**src/rtl/cpu_defs.sv**
```systemverilog
// Shared fetch-path definitions: default buffer geometry and the instruction-buffer entry format.
package cpu_defs;

  localparam int unsigned IBUF_FETCH_WIDTH = 2;
  localparam int unsigned IBUF_DEPTH       = 8;
  localparam int unsigned IBUF_EXCP_W      = 6;

  typedef struct packed {
    logic [31:0]            pc;
    logic [31:0]            inst;
    logic                   btb_taken;
    logic [31:0]            btb_target;
    logic                   excp_valid;
    logic [IBUF_EXCP_W-1:0] excp_code;
  } ibuf_entry_t;

endpackage

```
**src/rtl/ibuf_fifo.sv**
```systemverilog
// Circular instruction buffer: up to FW compacted entries pushed per cycle, one popped per cycle.
module ibuf_fifo
  import cpu_defs::*;
#(
  parameter int unsigned FW    = IBUF_FETCH_WIDTH,
  parameter int unsigned Depth = IBUF_DEPTH,
  localparam int unsigned PtrW = (Depth > 1) ? $clog2(Depth) : 1,
  localparam int unsigned CntW = $clog2(Depth + 1),
  localparam int unsigned NW   = $clog2(FW + 1)
) (
  input  logic                 clk,
  input  logic                 rst_n,
  input  logic                 flush,
  input  logic                 push,
  input  logic [NW-1:0]        push_n,
  input  ibuf_entry_t [FW-1:0] push_data,
  input  logic                 pop,
  output ibuf_entry_t          head,
  output logic [CntW-1:0]      count
);

  ibuf_entry_t         mem_q [Depth];
  logic [PtrW-1:0]     wr_ptr_q, wr_ptr_d;
  logic [PtrW-1:0]     rd_ptr_q, rd_ptr_d;
  logic [CntW-1:0]     count_q, count_d;

  always_comb begin
    wr_ptr_d = wr_ptr_q;
    rd_ptr_d = rd_ptr_q;
    count_d  = count_q;
    if (flush) begin
      wr_ptr_d = '0;
      rd_ptr_d = '0;
      count_d  = '0;
    end else begin
      if (push) wr_ptr_d = wr_ptr_q + PtrW'(push_n);
      if (pop)  rd_ptr_d = rd_ptr_q + PtrW'(1);
      count_d = count_q + (push ? CntW'(push_n) : CntW'(0)) - CntW'(pop);
    end
  end

  always_ff @(posedge clk or negedge rst_n) begin
    if (!rst_n) begin
      wr_ptr_q <= '0;
      rd_ptr_q <= '0;
      count_q  <= '0;
    end else begin
      wr_ptr_q <= wr_ptr_d;
      rd_ptr_q <= rd_ptr_d;
      count_q  <= count_d;
    end
  end

  // Storage needs no reset: the top masks the head whenever count is zero.
  always_ff @(posedge clk) begin
    for (int j = 0; j < int'(FW); j++) begin
      if (push && !flush && (NW'(j) < push_n)) begin
        mem_q[wr_ptr_q + PtrW'(j)] <= push_data[j];
      end
    end
  end

  assign head  = mem_q[rd_ptr_q];
  assign count = count_q;

endmodule

```
**src/rtl/fetch2_ibuf.sv**
```systemverilog
// Second fetch stage: latches a fetch group, selects slots [start, end] and queues them for decode.
module fetch2_ibuf
  import cpu_defs::*;
#(
  parameter int unsigned FETCH_WIDTH = IBUF_FETCH_WIDTH,
  parameter int unsigned DEPTH       = IBUF_DEPTH,
  parameter int unsigned EXCP_W      = IBUF_EXCP_W,
  localparam int unsigned SlotW      = (FETCH_WIDTH > 1) ? $clog2(FETCH_WIDTH) : 1,
  localparam int unsigned OccW       = $clog2(DEPTH + 1)
) (
  input  logic                      clk,
  input  logic                      rst_n,
  input  logic                      flush,
  input  logic                      in_valid,
  input  logic [31:0]               in_pc,
  input  logic                      in_btb_taken,
  input  logic [SlotW-1:0]          in_btb_slot,
  input  logic [31:0]               in_btb_target,
  input  logic                      in_excp_valid,
  input  logic [EXCP_W-1:0]         in_excp_code,
  output logic                      rdy_in,
  input  logic [32*FETCH_WIDTH-1:0] icache_data,
  input  logic                      icache_data_valid,
  input  logic                      next_rdy_in,
  output logic                      out_valid,
  output logic [31:0]               out_pc,
  output logic [31:0]               out_inst,
  output logic                      out_btb_taken,
  output logic [31:0]               out_btb_target,
  output logic                      out_excp_valid,
  output logic [EXCP_W-1:0]         out_excp_code,
  output logic [OccW-1:0]           occupancy
);

  localparam int unsigned NW = $clog2(FETCH_WIDTH + 1);
  localparam logic [SlotW-1:0] SlotMask = SlotW'(FETCH_WIDTH - 1);

  function automatic int unsigned clamp_slot(input int unsigned k);
    return (k > FETCH_WIDTH - 1) ? FETCH_WIDTH - 1 : k;
  endfunction

  logic              reg_valid_q, reg_valid_d;
  logic [31:0]       reg_pc_q, reg_pc_d;
  logic              reg_taken_q, reg_taken_d;
  logic [SlotW-1:0]  reg_slot_q, reg_slot_d;
  logic [31:0]       reg_target_q, reg_target_d;
  logic              reg_excp_q, reg_excp_d;
  logic [EXCP_W-1:0] reg_code_q, reg_code_d;

  logic [SlotW-1:0]             start_slot, end_slot, slot_m;
  logic                         taken_eff;
  logic [31:0]                  base_pc;
  logic [NW-1:0]                push_n;
  ibuf_entry_t [FETCH_WIDTH-1:0] push_data;
  logic                         space_ok, push_ok, pop, has_data;
  ibuf_entry_t                  head;
  logic [OccW-1:0]              count;

  // Flush wins over a load so a group presented during redirect is discarded.
  always_comb begin
    reg_valid_d  = reg_valid_q;
    reg_pc_d     = reg_pc_q;
    reg_taken_d  = reg_taken_q;
    reg_slot_d   = reg_slot_q;
    reg_target_d = reg_target_q;
    reg_excp_d   = reg_excp_q;
    reg_code_d   = reg_code_q;
    if (flush) begin
      reg_valid_d = 1'b0;
    end else if (rdy_in) begin
      reg_valid_d  = in_valid;
      reg_pc_d     = in_pc;
      reg_taken_d  = in_btb_taken;
      reg_slot_d   = in_btb_slot;
      reg_target_d = in_btb_target;
      reg_excp_d   = in_excp_valid;
      reg_code_d   = in_excp_code;
    end
  end

  always_ff @(posedge clk or negedge rst_n) begin
    if (!rst_n) begin
      reg_valid_q  <= 1'b0;
      reg_pc_q     <= '0;
      reg_taken_q  <= 1'b0;
      reg_slot_q   <= '0;
      reg_target_q <= '0;
      reg_excp_q   <= 1'b0;
      reg_code_q   <= '0;
    end else begin
      reg_valid_q  <= reg_valid_d;
      reg_pc_q     <= reg_pc_d;
      reg_taken_q  <= reg_taken_d;
      reg_slot_q   <= reg_slot_d;
      reg_target_q <= reg_target_d;
      reg_excp_q   <= reg_excp_d;
      reg_code_q   <= reg_code_d;
    end
  end

  always_comb begin
    start_slot = reg_pc_q[2 +: SlotW] & SlotMask;
    slot_m     = reg_slot_q & SlotMask;
    // A predicted slot before the group start cannot be reached; ignore the prediction.
    taken_eff  = reg_taken_q && (slot_m >= start_slot);
    end_slot   = taken_eff ? slot_m : SlotMask;
    base_pc    = reg_pc_q & ~(32'(FETCH_WIDTH * 4) - 32'd1);
    push_n     = reg_excp_q ? NW'(1) : (NW'(end_slot) - NW'(start_slot) + NW'(1));
    for (int j = 0; j < int'(FETCH_WIDTH); j++) begin
      push_data[j].pc         = base_pc | (32'(clamp_slot(32'(start_slot) + 32'(j))) << 2);
      push_data[j].inst       = icache_data[clamp_slot(32'(start_slot) + 32'(j)) * 32 +: 32];
      push_data[j].btb_taken  = taken_eff &&
                                (clamp_slot(32'(start_slot) + 32'(j)) == 32'(end_slot));
      push_data[j].btb_target = push_data[j].btb_taken ? reg_target_q : 32'd0;
      push_data[j].excp_valid = 1'b0;
      push_data[j].excp_code  = '0;
    end
    if (reg_excp_q) begin
      push_data[0].pc         = base_pc | (32'(start_slot) << 2);
      push_data[0].inst       = '0;
      push_data[0].btb_taken  = 1'b0;
      push_data[0].btb_target = '0;
      push_data[0].excp_valid = 1'b1;
      push_data[0].excp_code  = IBUF_EXCP_W'(reg_code_q);
    end
  end

  // Free space is judged on the current count; a same-cycle pop earns no credit.
  assign space_ok = (DEPTH - 32'(count)) >= FETCH_WIDTH;
  assign push_ok  = reg_valid_q & ~flush & (reg_excp_q | icache_data_valid) & space_ok;
  assign rdy_in   = flush | ~reg_valid_q | push_ok;

  assign has_data  = (count != '0);
  assign out_valid = has_data & ~flush;
  assign pop       = out_valid & next_rdy_in;

  ibuf_fifo #(
    .FW    (FETCH_WIDTH),
    .Depth (DEPTH)
  ) u_fifo (
    .clk       (clk),
    .rst_n     (rst_n),
    .flush     (flush),
    .push      (push_ok),
    .push_n    (push_n),
    .push_data (push_data),
    .pop       (pop),
    .head      (head),
    .count     (count)
  );

  assign out_pc         = has_data ? head.pc : 32'd0;
  assign out_inst       = has_data ? head.inst : 32'd0;
  assign out_btb_taken  = has_data & head.btb_taken;
  assign out_btb_target = has_data ? head.btb_target : 32'd0;
  assign out_excp_valid = has_data & head.excp_valid;
  assign out_excp_code  = has_data ? EXCP_W'(head.excp_code) : '0;
  assign occupancy      = count;

endmodule

```
**config.mk**
```make
export PLATFORM = sky130hd
export DESIGN_NAME = fetch2_ibuf
export DESIGN_NICKNAME = d
export VERILOG_FILES = /design/src/rtl/cpu_defs.sv /design/src/rtl/ibuf_fifo.sv /design/src/rtl/fetch2_ibuf.sv
export SDC_FILE = /design/constraint.sdc
export NUM_CORES = 1
export LEC_CHECK = 0
export ABC_AREA = 0
export CAP_MARGIN = 10
export CORE_ASPECT_RATIO = 0.7
export CORE_UTILIZATION = 25
export CTS_BUF_LIST = sky130_fd_sc_hd__clkbuf_4 sky130_fd_sc_hd__clkbuf_8
export DETAILED_ROUTE_END_ITERATION = 8
export MAX_ROUTING_LAYER = met4
export PLACE_DENSITY = 0.51
export SYNTH_ARGS = -nofsm -noshare
export SYNTH_HDL_FRONTEND = slang
export SYNTH_SLANG_ARGS = --single-unit
export TNS_END_PERCENT = 5
```
**constraint.sdc**
```tcl
create_clock -name clk -period 4.9 [get_ports clk]
set_input_delay 0.98 -clock clk [delete_from_list [all_inputs] [get_ports clk]]
set_output_delay 0.98 -clock clk [all_outputs]
set_load 0.02 [all_outputs]
```
==> impl_results.html <==
<table>
<tr><th>Metric</th><th>Value</th></tr>
<tr><th colspan="2">Status</th></tr>
<tr><td>Result of the run</td><td>finished clean</td></tr>
<tr><th colspan="2">Hold path</th></tr>
<tr><td>Hold/Removal Path Class</td><td>in -&gt; async</td></tr>
<tr><th colspan="2">Final layout</th></tr>
<tr><td>Synthesis-to-finish area growth</td><td>20.12%</td></tr>
<tr><td>Commonest cells after routing, fill and taps aside</td><td>sky130_fd_sc_hd__edfxtp_1, sky130_fd_sc_hd__and2_1, sky130_fd_sc_hd__clkdlybuf4s50_1</td></tr>
<tr><td>Proportion of layout cells with a drive suffix above 1</td><td>between 20 and 25%</td></tr>
<tr><td>Finished Core Util</td><td>a little under a third</td></tr>
<tr><td>Number of nets at the end of the flow</td><td>about 3300</td></tr>
<tr><td>Leading cell type in the layout, fill and taps excluded</td><td>sky130_fd_sc_hd__edfxtp_1</td></tr>
<tr><th colspan="2">Clock tree</th></tr>
<tr><td>Count of hold-fix buffers inserted at cts</td><td>0</td></tr>
<tr><td>TritonCTS clock tree</td><td>done</td></tr>
<tr><td>Clock insertion delay at the later pin of the skew report</td><td>0.91 ns</td></tr>
<tr><td>Register clock-pin slew on the reported worst setup and hold paths</td><td>0.06 ns</td></tr>
<tr><td>Clock Tree Root</td><td>sky130_fd_sc_hd__clkbuf_8</td></tr>
<tr><td>Number of post-CTS setup repair buffers</td><td>0</td></tr>
<tr><td>Count of cells resized by post-cts repair</td><td>1</td></tr>
<tr><td>Clock sink count</td><td>898</td></tr>
<tr><td>Longest Clk Path Bufs</td><td>3</td></tr>
<tr><td>Number of buffers added by the clock tree synthesis step</td><td>about 150</td></tr>
<tr><td>H-Tree Depth</td><td>4</td></tr>
<tr><th colspan="2">Die</th></tr>
<tr><td>Area inside the core boundary</td><td>0.1666 mm^2</td></tr>
<tr><td>Area of the die</td><td>0.1701 mm^2</td></tr>
<tr><td>Vertical extent of the die</td><td>345.3 um</td></tr>
<tr><td>Effective utilization at floorplan</td><td>25.27%</td></tr>
<tr><td>Std-Cell Rows</td><td>125</td></tr>
<tr><td>Overall die width</td><td>~500 um</td></tr>
<tr><td>I/O Pins</td><td>between 200 and 300</td></tr>
<tr><th colspan="2">Global route</th></tr>
<tr><td>Global Route met1 Usage</td><td>21.71%</td></tr>
<tr><td>Vias in the first global route</td><td>26210</td></tr>
<tr><td>Total Routing Usage GR</td><td>15.73%</td></tr>
<tr><td>GRT met2 Usage</td><td>23.20%</td></tr>
<tr><td>Initial antenna violation count</td><td>10</td></tr>
<tr><td>Overflow left after global routing</td><td>0</td></tr>
<tr><td>Global-route wire length before repair</td><td>187.9 mm</td></tr>
<tr><td>M3 GR Usage</td><td>3.144%</td></tr>
<tr><td>Largest net degree at the start of global routing</td><td>75</td></tr>
<tr><td>Peak-usage layer in the global routing report</td><td>met2</td></tr>
<tr><th colspan="2">Placed design</th></tr>
<tr><td>Placer's final routability congestion estimate</td><td>0.7578</td></tr>
<tr><td>DP HPWL</td><td>73.16 mm</td></tr>
<tr><td>Buffers on Ports</td><td>248</td></tr>
<tr><th colspan="2">STA</th></tr>
<tr><td>Tightest Pin Transition</td><td>1.150 ns</td></tr>
<tr><td>Max Clk Rate</td><td>~220 MHz</td></tr>
<tr><td>RSZ-0062 raised after global routing</td><td>no</td></tr>
<tr><td>Final hold violations</td><td>0</td></tr>
<tr><td>Setup clock skew after layout</td><td>0.06557 ns</td></tr>
<tr><td>Relative slew slack</td><td>23.32%</td></tr>
<tr><td>Number of endpoints failing setup at the final stage</td><td>0</td></tr>
<tr><td>Sum Neg Setup Slack</td><td>0 ns</td></tr>
<tr><td>Final min period</td><td>4.592 ns</td></tr>
<tr><td>Hold WS</td><td>0.09602 ns</td></tr>
<tr><td>Number of slew-limit violations in the final report</td><td>0</td></tr>
<tr><td>Portion of the clock cycle consumed by the worst path in the final layout</td><td>93.71%</td></tr>
<tr><th colspan="2">Critical path</th></tr>
<tr><td>Data required time at the worst endpoint</td><td>3.92 ns</td></tr>
<tr><td>Startpoint class of the critical path</td><td>register</td></tr>
<tr><td>Critical Path End Type</td><td>primary output</td></tr>
<tr><td>Arrival time reported for the critical path endpoint</td><td>3.61 ns</td></tr>
<tr><td>Worst Path Class, Setup</td><td>reg -&gt; out</td></tr>
<tr><td>Largest fanout on the critical path</td><td>32</td></tr>
<tr><th colspan="2">Synth</th></tr>
<tr><td>Most instantiated flip-flop cell in the synthesis netlist</td><td>sky130_fd_sc_hd__edfxtp_1</td></tr>
<tr><td>Mean post-synth cell area</td><td>14.45 um^2</td></tr>
<tr><td>Share of the synthesized area in the top cell type</td><td>between 50% and 60%</td></tr>
<tr><td>Flip-flop and latch count after synthesis</td><td>between 800 and 900</td></tr>
<tr><td>Synthesized instance count</td><td>2914</td></tr>
<tr><td>Netlist Area Pre-Place</td><td>approximately 0.042 mm^2</td></tr>
<tr><td>Sequential element share of the synthesized area</td><td>between 60% and 70%</td></tr>
<tr><td>Number of warning messages in the yosys log</td><td>0</td></tr>
<tr><td>Leading cell types by total area after synthesis</td><td>sky130_fd_sc_hd__edfxtp_1, sky130_fd_sc_hd__mux4_2, sky130_fd_sc_hd__and2_1</td></tr>
<tr><td>Number of enable flip-flop cells after synthesis</td><td>760</td></tr>
<tr><td>Post-synth top area cell</td><td>sky130_fd_sc_hd__edfxtp_1</td></tr>
<tr><td>Count of cell types in the netlist</td><td>55</td></tr>
<tr><td>FFs w/ async S/R, synth</td><td>9.131%</td></tr>
<tr><th colspan="2">Job</th></tr>
<tr><td>Number of max-cap violations</td><td>0</td></tr>
<tr><th colspan="2">Route</th></tr>
<tr><td>Antenna Violating Nets Remaining</td><td>0</td></tr>
<tr><td>Pre-antenna DRT Iters</td><td>6</td></tr>
<tr><td>Wirelength per Cell</td><td>around 24 um</td></tr>
<tr><td>Total Wirelength</td><td>130.7 mm</td></tr>
<tr><td>Total via count in the routed design</td><td>25490</td></tr>
<tr><td>Final routed DRC violation total</td><td>0</td></tr>
<tr><td>Via-per-instance ratio</td><td>4.620</td></tr>
<tr><td>Initial DRC count</td><td>approximately 2100</td></tr>
<tr><th colspan="2">Power</th></tr>
<tr><td>Pwr Density</td><td>432.8 mW/mm^2</td></tr>
<tr><td>Static leakage</td><td>18.15 nW</td></tr>
<tr><td>Total power of the final layout</td><td>between 20 and 25 mW</td></tr>
<tr><td>Maximum vdd ir drop</td><td>0.4949 mV</td></tr>
</table>
## power by group
| part | internal [mW] | total, mW | switching (mW) |
|---|---|---|---|
| registers | 8.51 | 8.87 | 0.363 |
| clock network | 3.65 | 6.93 | 3.28 |
| logic | 2.74 | 6.08 | 3.34 |
| total | 14.9 | 21.9 | 6.98 |
## metrics by stage
step / setup WS (ns) / instance area (um^2) / instances
after global placement: 0.8150 / 47460 / 5227
final: 0.3083 / 50570 / 5518
after global routing: 0.03271 / 50550 / 5510
after floorplan: 0.4513 / 42100 / 2915
after detailed placement: 0.8197 / 47460 / 5227
after CTS: 0.06521 / 50530 / 5502
## metal layers
layer,vias to the layer above,part of all wire (%)
li1,11390,-
met5,-,0
met2,898,45
met1,13010,46
met3,195,6.3
met4,0,2.3
## Yosys cell counts, types with 7 or more instances
master,n
sky130_fd_sc_hd__buf_1,21
sky130_fd_sc_hd__clkbuf_1,120
sky130_fd_sc_hd__mux4_2,204
sky130_fd_sc_hd__mux2i_1,191
sky130_fd_sc_hd__dfrtp_1,82
sky130_fd_sc_hd__nand2b_1,7
sky130_fd_sc_hd__inv_1,12
sky130_fd_sc_hd__a21oi_1,100
sky130_fd_sc_hd__nor2_1,214
sky130_fd_sc_hd__buf_2,91
sky130_fd_sc_hd__ha_1,13
sky130_fd_sc_hd__mux2_1,22
sky130_fd_sc_hd__mux2_2,50
sky130_fd_sc_hd__edfxtp_1,760
sky130_fd_sc_hd__o21ai_0,11
sky130_fd_sc_hd__dfxtp_1,56
sky130_fd_sc_hd__and2_1,495
sky130_fd_sc_hd__a22o_1,155
sky130_fd_sc_hd__nand2_1,202
sky130_fd_sc_hd__buf_6,9
## critical path, cell delays in order, from the launching register on
cell and delay, ns:
sky130_fd_sc_hd__dfrtp_4 0.80, sky130_fd_sc_hd__buf_4 0.56, sky130_fd_sc_hd__mux4_2 0.38, sky130_fd_sc_hd__mux2i_1 0.33
sky130_fd_sc_hd__nor2_1 0.09, sky130_fd_sc_hd__clkdlybuf4s50_1 0.55
## registers in the layout, summed over array words and instances (netlist names), 3 cells and up
| name | flops |
|---|---|
| reg_pc_q | 30 |
| u_fifo.count | 4 |
| reg_target_q | 32 |
| u_fifo.rd_ptr_q | 3 |
| reg_code_q | 6 |
| u_fifo.mem_q | 816 |
| u_fifo.wr_ptr_q | 3 |
## cells by family after synthesis
| family | count (synthesis) | share of synthesized area [%] |
|---|---|---|
| buffers and inverters | 270 | 2.907 |
| AO/OA/AOI/OAI | 314 | 5.798 |
| other | 1 | 0.008908 |
| multiplexers | 467 | 17.38 |
| flip-flops | 898 | 61.75 |
| adder cells (fa/ha/maj) | 15 | 0.4815 |
| XOR/XNOR | 6 | 0.1248 |
| AND/OR/NAND/NOR | 943 | 11.55 |
## path summary, 6_finish.rpt
path / end / from / slack [ns] / cells past startpoint
max: out_btb_target[10] / u_fifo.rd_ptr_q[1]$_DFFE_PN0P_ / 0.31 / 5
min: reg_target_q[21]$_DFFE_PN0P_ / rst_n / 0.1 / 1
max reg2reg: u_fifo.mem_q[3][80]$_DFFE_PP_ / u_fifo.wr_ptr_q[0]$_DFFE_PN0P_ / 1.08 / 6
min reg2reg: reg_code_q[2]$_DFFE_PN0P_ / reg_code_q[2]$_DFFE_PN0P_ / 0.48 / 1
max in group asynchronous: reg_pc_q[8]$_DFFE_PN0P_ / rst_n / 3.91 / 2
min in group clk: reg_code_q[2]$_DFFE_PN0P_ / reg_code_q[2]$_DFFE_PN0P_ / 0.48 / 1
## area by class of cell
type,instances,area (um^2)
clock inverter,49,344.1
sequential,898,26010
antenna,16,40.04
fill,16510,116000
timing repair buffer,342,3575
tap,2222,2780
clock buffer,226,2723
multi-input combinational,1747,15020
inverter,18,82.58
Power figures use the tool's default switching activity.
